**src/rtl/sdram_port_resp.sv**
```systemverilog
// rtl/sdram_port_resp.sv - 32-bit request port responder issuing two 16-bit beats on a halfword memory bus
// Optional last-read tag short-circuit enabled by defining SDRAM_PORT_RDCACHE_EN.
module sdram_port_resp #(
   parameter int RD_LAT = 2,
   parameter int AW     = 25
) (
   input  logic          CLK,
   input  logic          RST,
   input  logic [AW-1:0] WADDR,
   input  logic [31:0]   DIN,
   input  logic [3:0]    BE,
   input  logic          WE,
   output logic          WE_RDY,
   input  logic [AW-1:0] RADDR,
   input  logic          RD,
   output logic          RD_RDY,
   output logic [31:0]   DOUT,
   output logic [AW-2:0] MEM_A,
   output logic          MEM_RD,
   output logic          MEM_WE,
   output logic [1:0]    MEM_BE,
   output logic [15:0]   MEM_DI,
   input  logic [15:0]   MEM_DO
);

   typedef enum logic [2:0] {IDLE, WB0, WB1, RB0, RB1, RWAIT} state_t;

   localparam logic [AW-2:0] ONE_H = 1;

   state_t            state;
   logic [AW-2:0]     wr_h;
   logic [AW-2:0]     rd_h;
   logic [AW-2:0]     hi_a;
   logic [15:0]       hi_di;
   logic [1:0]        hi_be;
   logic [RD_LAT-1:0] pipe_v;
   logic [RD_LAT-1:0] pipe_b;
   logic              cap_v;
   logic              cap_b;
   logic              last_cap;
   logic              rwait_done;
   logic              rd_hit;
   logic              addr_lsb_unused;

   assign wr_h            = WADDR[AW-1:1];
   assign rd_h            = RADDR[AW-1:1];
   assign addr_lsb_unused = WADDR[0] ^ RADDR[0];
   assign cap_v           = pipe_v[RD_LAT-1];
   assign cap_b           = pipe_b[RD_LAT-1];
   assign last_cap        = cap_v & cap_b;

`ifdef SDRAM_PORT_RDCACHE_EN
   logic          tag_v;
   logic          hit_q;
   logic [AW-2:0] tag_h;
   logic [AW-2:0] rd_base;
   logic          wr_hits_tag;

   assign rd_hit      = tag_v && (rd_h == tag_h);
   // A write covers H and H+1; any overlap with the cached pair stales the tag.
   assign wr_hits_tag = (wr_h == tag_h) || (wr_h == tag_h + ONE_H) || (wr_h + ONE_H == tag_h);
   assign rwait_done  = last_cap || hit_q;

   always_ff @(posedge CLK or posedge RST) begin
      if (RST) begin
         tag_v   <= 1'b0;
         hit_q   <= 1'b0;
         tag_h   <= '0;
         rd_base <= '0;
      end else begin
         hit_q <= (state == IDLE) && !WE && RD && rd_hit;
         if (state == IDLE && !WE && RD)
            rd_base <= rd_h;
         if (state == IDLE && WE && wr_hits_tag)
            tag_v <= 1'b0;
         else if (state == RWAIT && last_cap) begin
            tag_v <= 1'b1;
            tag_h <= rd_base;
         end
      end
   end
`else
   assign rd_hit     = 1'b0;
   assign rwait_done = last_cap;
`endif

   always_ff @(posedge CLK or posedge RST) begin
      if (RST) begin
         state  <= IDLE;
         WE_RDY <= 1'b1;
         RD_RDY <= 1'b1;
         DOUT   <= '0;
         MEM_RD <= 1'b0;
         MEM_WE <= 1'b0;
         MEM_A  <= '0;
         MEM_BE <= '0;
         MEM_DI <= '0;
         hi_a   <= '0;
         hi_di  <= '0;
         hi_be  <= '0;
         pipe_v <= '0;
         pipe_b <= '0;
      end else begin
         // The state names the beat currently on the bus, so RB1 marks a beat-1 issue.
         pipe_v[0] <= MEM_RD;
         pipe_b[0] <= (state == RB1);
         for (int i = 1; i < RD_LAT; i++) begin
            pipe_v[i] <= pipe_v[i-1];
            pipe_b[i] <= pipe_b[i-1];
         end

         if (cap_v) begin
            if (cap_b)
               DOUT[31:16] <= MEM_DO;
            else
               DOUT[15:0]  <= MEM_DO;
         end

         case (state)
            IDLE: begin
               if (WE) begin
                  MEM_A  <= wr_h;
                  MEM_DI <= DIN[15:0];
                  MEM_BE <= BE[1:0];
                  MEM_WE <= |BE[1:0];
                  hi_a   <= wr_h + ONE_H;
                  hi_di  <= DIN[31:16];
                  hi_be  <= BE[3:2];
                  WE_RDY <= 1'b0;
                  RD_RDY <= 1'b0;
                  state  <= WB0;
               end else if (RD) begin
                  WE_RDY <= 1'b0;
                  RD_RDY <= 1'b0;
                  if (rd_hit) begin
                     state <= RWAIT;
                  end else begin
                     MEM_A  <= rd_h;
                     MEM_RD <= 1'b1;
                     hi_a   <= rd_h + ONE_H;
                     state  <= RB0;
                  end
               end
            end
            WB0: begin
               MEM_A  <= hi_a;
               MEM_DI <= hi_di;
               MEM_BE <= hi_be;
               MEM_WE <= |hi_be;
               state  <= WB1;
            end
            WB1: begin
               MEM_WE <= 1'b0;
               WE_RDY <= 1'b1;
               RD_RDY <= 1'b1;
               state  <= IDLE;
            end
            RB0: begin
               MEM_A <= hi_a;
               state <= RB1;
            end
            RB1: begin
               MEM_RD <= 1'b0;
               state  <= RWAIT;
            end
            RWAIT: begin
               if (rwait_done) begin
                  WE_RDY <= 1'b1;
                  RD_RDY <= 1'b1;
                  state  <= IDLE;
               end
            end
            default: state <= IDLE;
         endcase
      end
   end

endmodule

```
**config.mk**
```make
export PLATFORM = sky130hd
export DESIGN_NAME = sdram_port_resp
export DESIGN_NICKNAME = d
export VERILOG_FILES = /design/src/rtl/sdram_port_resp.sv
export SDC_FILE = /design/constraint.sdc
export NUM_CORES = 1
export LEC_CHECK = 0
export CORE_UTILIZATION = 34
export CTS_CLUSTER_DIAMETER = 120
export DETAILED_ROUTE_END_ITERATION = 12
export PLACE_DENSITY_LB_ADDON = 0.2
export SKIP_CTS_REPAIR_TIMING = 1
export SYNTH_ARGS = -nofsm -noshare
export SYNTH_HDL_FRONTEND = slang
export SYNTH_SLANG_ARGS = --single-unit
```
**constraint.sdc**
```tcl
create_clock -name CLK -period 6.1 [get_ports CLK]
set_clock_uncertainty 0.1 [all_clocks]
set_input_delay 1.22 -clock CLK [delete_from_list [all_inputs] [get_ports CLK]]
set_output_delay 1.22 -clock CLK [all_outputs]
set_load 0.01 [all_outputs]
```
# == After elaboration in Yosys (flattened, before gate mapping) ==
# Cells that the tools add are included.
# op_classes
add_sub_neg,2
multipliers,0
div_mod_pow,0
order_cmp,0
n_eq_ne,10
shift,0
n_mux,22
bitwise_logic,2
n_reduce_logical,20
# op_table
cell,count
$mux 24,4
$add 24x1->24 const B,2
$pmux 24 s2,1
$pmux 16 s2,1
$mux 16,1
$reduce_and 2->1,8
$pmux 3 s5,1
$mux 3,3
$ne 2x2->1 const B,4
$reduce_bool 2->1,4
$eq 3x2->1 const B,2
$eq 3x3->1 const B,2
$mux 1,6
$pmux 1 s3,2
$reduce_and 3->1,2
$reduce_bool 3->1,2
$reduce_or 2->1,3
$pmux 2 s2,1
$eq 3x1->1 const B,1
$logic_not 3->1,1
$ne 3x3->1 const B,1
$mux 2,1
$pmux 1 s2,1
$and 1x1->1,1
$not 1->1,1
# word_totals
reg_bits,126
latchBits,0
ramBits,0
mem_bits_ro,0
output_inout_bits,78
wordCells,70
memories,0

# == Depth between registers and ports, before layout ==
# Gate-level depths: netlist (run 1).
# depth
word_depth,4
mapped_depth,10
depth_no_buf,8

# == Worst setup path after synthesis (run 1) ==
# OpenSTA, ideal clock, no wires.
# synth_path
path_type,input to register
from,input port WE
to,register hi_a[20]
setup_time_ps,77
arrival_ps,2695
t_required_ps,5923
path_slack_ps,3228
path_stages,9
cell_sequence,buf_6 mux2i_1 inv_1 ha_1 nand2_1 o22ai_2 nand3_1 or3b_1 a21oi_1
# synth_via
elab_chain_cells,2
elab_cells_between_ends,3
cone_classes,1 x mux; 2 x reduce/logical
# synth_lines
element,line,source
start: declaration,12,"input logic WE,"
$reduce_bool 2->1 (no line),n/a,
$reduce_and 2->1 (no line),n/a,
end signal: assignment,126,hi_a <= wr_h + ONE_H;
end signal: assignment,140,hi_a <= rd_h + ONE_H;
end: declaration,33,logic [AW-2:0] hi_a;
# Several ways; a longest one is shown, not always the timed one.
# A chain may end at the register's enable or synchronous reset.

# == Worst setup path in the final report (run 1) ==
# layout_path
from,input port WE
to,register hi_a[21]
# Same word-level chain as after synthesis.

==> PnR_summary.wiki, run 1 <==
{| class="wikitable"
! Metric !! Value
|-
| Area share of the largest cell type after synthesis || approximately half
|-
| Layout cells sized above 1 || between 10 and 15%
|-
| Wire length reported by the detailed router || 14400 um
|-
| Slowest cell delay on critical path || approximately 500 ps
|-
| Portion of the post-synthesis area used by sequential elements || a little over half
|-
| Via count of the first global-routing pass || roughly 4500
|-
| Cells along the critical path || buf_2, buf_4, mux2i_1, a211oi_1, nand3_1, or3_1, a31o_1
|-
| Post-layout instance count excluding filler cells || about 970
|-
| Yosys reg bits || 126
|-
| Largest cells by area after synthesis || dfrtp_1, mux2_2, mux2i_1, nand2_1, o21ai_0
|-
| Number of flops mapped to enable cells by yosys || 0
|-
| Port Buf Inserts || about 180
|-
| Setup repair after global routing missed its margin || no
|-
| Place WS || 2180 ps
|-
| Total vias in the final route || around 4700
|-
| Max Slew Vio Count || 0
|-
| Die Footprint || roughly 0.018 mm^2
|-
| Reg-to-reg startpoint || state[0]
|-
| Post-DRT Antenna Nets || 0
|-
| Crit path depth || 7
|-
| Result of the run || completed
|-
| Row cnt || 48
|-
| Category of the worst setup path capture point || register
|-
| Global-route wire length before repair || between 20000 and 25000 um
|-
| Hold-critical path depth || 0
|-
| Number of top-level design ports || between 150 and 200
|-
| Sum of buffers and inverters on the critical path || 2
|-
| Setup violators final || 0
|-
| Synth Net Count || about 670
|-
| FILL cells || between 1500 and 2000
|-
| Share of synthesized flip-flops with an asynchronous set or reset || 100%
|-
| Total design power || 0.00412 W
|-
| Starting density of the core || 34.8%
|-
| Drt pass-1 iters || 4
|-
| Capture point of the worst reg-to-reg path || MEM_DI[0]
|-
| Final layout net count || ~830
|-
| Top library cells by usage in the layout, fill and taps aside || clkdlybuf4s50_1, dfrtp_1, nand2_1
|-
| Cell total after placement || 933
|-
| Count of yosys warnings during synthesis || 0
|-
| Crit-path max FO || 35
|-
| Global router's overall resource usage || 16.1%
|-
| Reg2Reg Setup Slack || approximately 3100 ps
|-
| Worst IR drop on VDD || between 0.2 and 0.25 mV
|-
| Kind of cell adding the most delay to the critical path || buffers and inverters
|-
| Post-DP HPWL || 10200 um
|-
| Diode insertion count for antenna repair || 0
|-
| Flip-flop cell with the highest count after synthesis || dfrtp_1
|-
| Cell with the largest stage delay on the worst path || buf_4
|-
| Clock transition time at the flip-flop clock pins of the worst setup and hold paths || 60 ps
|-
| Beginning of the worst hold path || pipe_v[0]
|-
| Type of the worst min-delay path || reg2reg
|-
| Remaining routing DRC violations || 0
|-
| CTS Sinks || around 130
|-
| Power density over cell area || a little under 500 mW/mm^2
|-
| Number of H-tree levels || 4
|-
| Fin crit share || a little under three fifths
|-
| Global route overflow || 0
|-
| Antenna violations before repair || 1
|-
| Smallest setup slack after layout || between 2000 and 3000 ps
|-
| Setup TNS Final || 0 ps
|-
| Slew Limit Headroom || 22.9%
|-
| Average wire per cell in the routed design || about 15 um
|-
| Clock latency at the later pin of the worst-skew pair || 410 ps
|-
| Worst min-delay path endpoint || pipe_v[1]
|-
| CTS tree || yes
|-
| Total CTS buffers || 17
|-
| DIE HEIGHT || approximately 140 um
|-
| Maximum clock insertion buffer count || 2
|-
| Slew at the pin closest to its max-slew limit || approximately 1200 ps
|-
| Core Box Area || around 0.017 mm^2
|-
| Layout overhead on the synthesized area || 41.3%
|-
| Yosys top cell by area || dfrtp_1
|-
| Syn_area_per_cell || about 11 um^2
|-
| Data required time at the worst endpoint || around 6300 ps
|-
| Final Critical Period || around 3500 ps
|-
| Post-Synthesis Cells || 560
|-
| DRC violation total after the first TritonRoute iteration || 172
|-
| Clock root buffer || clkbuf_16
|-
| Max Cap Viol || 0
|-
| Most common cell after layout, fill and taps aside || clkdlybuf4s50_1
|-
| Cell Area, Synth || between 0.006 and 0.007 mm^2
|-
| Highest achievable clock rate || between 200 and 300 MHz
|-
| Final count of hold timing violations || 0
|-
| Routability congestion estimate || 0.835
|-
| Crit path launch type || input port
|-
| Leakage power total || 3.50 nW
|-
| Largest net degree at the start of global routing || 67
|-
| Data arrival time of the worst path || roughly 3700 ps
|-
| Vias per cell || about 5
|-
| Path depth of the worst reg2reg path || 3
|-
| Horiz. Die Dim || between 100 and 150 um
|-
| Cell variety after synth || 54
|-
| Critical setup path kind || in2reg
|}
==> metrics by stage <==
stage | hold WS [ps] | cell area (um^2) | utilization [%]
after floorplan | 231 | 6050 | -
after global placement | 234 | 7990 | 46.0
after detailed placement | 247 | 7990 | 46.0
after CTS | 260 | 8550 | 49.3
after global routing | 264 | 8550 | 49.3
final | 253 | 8550 | 49.3
==> how the worst max path moves through the flow <==
stage                     to  slack, ps  start
floorplan            DOUT[0]       1430    RST
global placement    hi_a[21]       2260     WE
detailed placement  hi_a[21]       2180     WE
CTS                 hi_a[21]       2630     WE
global route        hi_a[21]       2400     WE
finish              hi_a[21]       2600     WE
==> kinds of logic after synthesis <==
kind of cell             synth area share [%]
AND/OR/NAND/NOR                          14.8
flip-flops                               52.2
AO/OA/AOI/OAI                            10.9
multiplexers                             16.7
buffers and inverters                    3.52
XOR/XNOR                                 1.74
adder cells (fa/ha/maj)                 0.207
==> cells in the mapped netlist, types with 3 or more instances <==
library cell  instances
buf_1                 3
o21ai_0              60
mux2i_1              39
buf_2                10
nand3_1              15
nand3b_1              3
a21oi_1              26
mux2_2               55
nand2_1              84
nor2b_1               5
xnor2_1               8
nor3_1                5
xor2_1                4
and2_1                5
nor2_1               31
nand4_1               9
o31ai_1               3
buf_4                 3
inv_1                 3
buf_6                 3
clkbuf_1             17
nand4b_1              5
dfrtp_1             125
==> state kept, by name, summed over array words and instances (netlist names) <==
register	flops
DOUT	32
MEM_A	24
hi_a	24
MEM_DI	16
hi_di	16
state	3
MEM_BE	2
hi_be	2
pipe_b	2
pipe_v	2
MEM_RD	1
MEM_WE	1
RD_RDY	1
==> area by class of cell <==
cell class,count,area (um^2),area share [%]
tap,225,282,3.29
clock buffer,19,443,5.18
sequential,126,3150,36.9
inverter,3,13.8,0.161
timing repair buffer,185,1840,21.5
clock inverter,13,115,1.35
multi-input combinational,394,2700,31.6
==> power by group <==
| part | internal (W) | switching [W] |
|---|---|---|
| Sequential | 0.00126 | 0.000237 |
| Combinational | 0.000917 | 0.000761 |
| Clock | 0.000571 | 0.000375 |
==> layer usage <==
metal | vias to the layer above | wire [um] | track usage (%)
li1 | 2318 | - | -
met1 | 2242 | 6940 | 22.2
met2 | 150 | 6450 | 24.5
met3 | 16 | 839 | 4.56
met4 | 0 | 178 | 5.06
met5 | - | 0 | 0
(Power assumes the default switching activity.)
==> run 2: changes to the inputs <==
==> constraint.sdc (replaced) <==
create_clock -name CLK -period 3.03 [get_ports CLK]
set_clock_uncertainty 0.1 [all_clocks]
set_input_delay 0.606 -clock CLK [delete_from_list [all_inputs] [get_ports CLK]]
set_output_delay 0.606 -clock CLK [all_outputs]
set_load 0.01 [all_outputs]
==> PnR_summary.wiki, run 2 (same netlist as run 1, synthesis figures left out) <==
{| class="wikitable"
! Metric !! Value
|-
| Setup violators final || 0 (unchanged)
|-
| Final Critical Period || 2460 ps
|-
| Design internal power || 0.00594 W (was 0.00275 W)
|-
| Drt pass-1 iters || 4 (unchanged)
|-
| Average wire per cell in the routed design || 14.9 um (about the same)
|-
| Via count of the first global-routing pass || 4809 (was 4531)
|-
| Kind of cell adding the most delay to the critical path || simple AND/OR/NAND/NOR gates (was buffers and inverters)
|-
| Global router's overall resource usage || 16.6% (was 16.1%)
|-
| Register with the most flip-flops || DOUT (unchanged)
|-
| Number of H-tree levels || 4 (unchanged)
|-
| Sequential cell fraction of total power || 34.6% (was 36.3%)
|-
| Antenna violations before repair || 0 (was 1)
|-
| End-of-flow core utilization || 50.5% (was 49.3%)
|-
| Clock transition time at the flip-flop clock pins of the worst setup and hold paths || 60 ps (about the same)
|-
| Critical setup path kind || in2reg (unchanged)
|-
| Maximum clock insertion buffer count || 2 (unchanged)
|-
| Clock root buffer || clkbuf_16 (unchanged)
|-
| Max Cap Viol || 0 (unchanged)
|-
| Reg-to-reg startpoint || state[1] (was state[0])
|-
| Layout overhead on the synthesized area || 45.0% (was 41.3%)
|-
| Data arrival time of the worst path || 2650 ps (was 3700 ps)
|-
| Hold-critical path depth || 0 (unchanged)
|-
| CTS Sinks || 126 (unchanged)
|-
| Reported net switching power || 0.00278 W (was 0.00137 W)
|-
| Category of the worst setup path capture point || register (unchanged)
|-
| Total vias in the final route || 4800 (was 4726)
|-
| Power density over cell area || 993 mW/mm^2 (was 482 mW/mm^2)
|-
| Wire length reported by the detailed router || 14600 um (was 14400 um)
|-
| Die Footprint || 0.0183 mm^2 (unchanged)
|-
| Remaining routing DRC violations || 0 (unchanged)
|-
| Clock latency at the later pin of the worst-skew pair || 410 ps (about the same)
|-
| Combinational fraction of design power || 40.2% (was 40.7%)
|-
| DIE HEIGHT || 135 um (unchanged)
|-
| Data required time at the worst endpoint || 3230 ps (was 6300 ps)
|-
| Worst IR drop on VDD || 0.484 mV (was 0.210 mV)
|-
| Leakage power total || 3.62 nW (was 3.50 nW)
|-
| DRC violation total after the first TritonRoute iteration || 206 (was 172)
|-
| Horiz. Die Dim || 135 um (unchanged)
|-
| Diode insertion count for antenna repair || 0 (unchanged)
|-
| Final layout net count || 848 (was 834)
|-
| Fin crit share || 81.1%
|-
| Vias per cell || 4.91 (was 4.90)
|-
| Cell total after placement || 947 (was 933)
|-
| Worst min-delay path endpoint || pipe_v[1] (unchanged)
|-
| Sum of buffers and inverters on the critical path || 1 (was 2)
|-
| Largest net degree at the start of global routing || 127 (was 67)
|-
| Result of the run || completed (unchanged)
|-
| Global route overflow || 0 (unchanged)
|-
| Tightest hold margin || 245 ps (was 253 ps)
|-
| Slew at the pin closest to its max-slew limit || 864 ps (was 1150 ps)
|-
| Max Slew Vio Count || 0 (unchanged)
|-
| Most common cell after layout, fill and taps aside || clkdlybuf4s50_1 (unchanged)
|-
| Number of top-level design ports || 184 (unchanged)
|-
| Crit-path max FO || 4 (was 35)
|-
| CTS tree || yes (unchanged)
|-
| Routability congestion estimate || 0.830 (was 0.835)
|-
| Port Buf Inserts || 181 (unchanged)
|-
| Global-route wire length before repair || 24000 um (was 23000 um)
|-
| Total CTS buffers || 17 (unchanged)
|-
| Proportion of total power due to net switching || 31.8% (was 33.3%)
|-
| Clock Power Share || 25.2% (was 23.0%)
|-
| Starting density of the core || 34.8% (unchanged)
|-
| Reg2Reg Setup Slack || 810 ps (was 3130 ps)
|-
| Post-layout instance count excluding filler cells || 978 (was 965)
|-
| Cell with the largest stage delay on the worst path || clkdlybuf4s50_1 (was buf_4)
|-
| Cells along the critical path || clkdlybuf4s50_1, nand4_2, a211oi_1, nand3_1, or3_1, a31o_1 (was buf_2, buf_4, mux2i_1, a211oi_1, nand3_1, or3_1, a31o_1)
|-
| Total design power || 0.00871 W (was 0.00412 W)
|-
| Final count of hold timing violations || 0 (unchanged)
|-
| Post-DP HPWL || 10400 um (was 10200 um)
|-
| Crit path launch type || input port (unchanged)
|-
| Global routing met1 resource utilization || 22.9% (was 22.2%)
|-
| Capture point of the worst reg-to-reg path || hi_a[22] (was MEM_DI[0])
|-
| Highest achievable clock rate || approximately 410 MHz
|-
| Slew Limit Headroom || 42.4% (was 22.9%)
|-
| Slowest cell delay on critical path || 530 ps (was 500 ps)
|-
| Path depth of the worst reg2reg path || 4 (was 3)
|-
| Met2 layer usage reported by global route || 25.9% (was 24.5%)
|-
| Layout cells sized above 1 || 15.8% (was 14.5%)
|-
| GRT met3 Usage || 3.55% (was 4.56%)
|-
| Setup repair after global routing missed its margin || no (unchanged)
|-
| Row cnt || 48 (unchanged)
|-
| Top library cells by usage in the layout, fill and taps aside || clkdlybuf4s50_1, dfrtp_1, nand2_1 (unchanged)
|-
| Type of the worst min-delay path || reg2reg (unchanged)
|-
| Post-DRT Antenna Nets || 0 (unchanged)
|-
| Number of flip-flops in the largest register || 32 (unchanged)
|-
| GR peak layer || met2 (unchanged)
|-
| Core Box Area || 0.0174 mm^2 (unchanged)
|-
| Setup TNS Final || 0 ps (unchanged)
|-
| Beginning of the worst hold path || pipe_v[0] (unchanged)
|-
| Leading registers by flop count || DOUT: 32 flops, MEM_A: 24 flops, hi_a: 24 flops (unchanged)
|}
-- run 2: changes by cell type in the layout (fill, tap and decap cells not counted) --
cell        delta
buf_12         +3
buf_4         +11
bufinv_16      +4
clkbuf_1       +1
clkinv_2       -1
clkinv_4       +1
clkinvlp_4     -2
inv_4          -1
inv_6          -3
-- run 2: layer usage --
metal  up-vias  part of all wire (%)
li1       2345                     -
met1      2280                    48
met2       163                    45
met3        12                   5.8
met4         0                   1.1
met5         -                     0
-- run 2: worst max path at each step --
stage              from        to  cells after the start
6_report       WADDR[9]  hi_a[21]                      6
2_1_floorplan       RST   DOUT[0]                      1
4_1_cts        WADDR[9]  hi_a[21]                      6
3_3_place_gp   WADDR[9]  hi_a[21]                      6
5_1_grt        WADDR[9]  hi_a[21]                      6
3_5_place_dp   WADDR[9]  hi_a[21]                      6
-- run 2: worst register-to-register path: cells and delay by family, from the launching register on --
family,cells,cell delay [ps]
AO/OA/AOI/OAI,2,580
flip-flops,1,510
AND/OR/NAND/NOR,2,930
-- run 2: power groups by stage --
stage / logic (W) / clock network (W) / registers [W]
detailed placement: 0.00356 / 0 / 0.00304
global placement: 0.00347 / 0 / 0.00300
floorplan: 0.00173 / 0 / 0.00316
global route: 0.00386 / 0.00232 / 0.00313
CTS: 0.00356 / 0.00224 / 0.00302
finish: 0.00350 / 0.00220 / 0.00301
-- run 2: cell type report --
| type | instances | area, um^2 |
|---|---|---|
| Multi-Input combinational cell | 394 | 2700 |
| Clock buffer | 20 | 447 |
| Timing Repair Buffer | 199 | 1980 |
| Sequential cell | 126 | 3150 |
| Clock inverter | 11 | 190 |
| Fill cell | 1526 | 8590 |
| Inverter | 3 | 15.0 |
| Tap cell | 225 | 282 |
-- run 2: through the flow --
step           worst slack [ps]  area, um^2
2_1_floorplan               772        6050
3_3_place_gp                224        8130
3_5_place_dp                162        8130
4_1_cts                     598        8770
5_1_grt                     437        8770
6_report                    572        8770
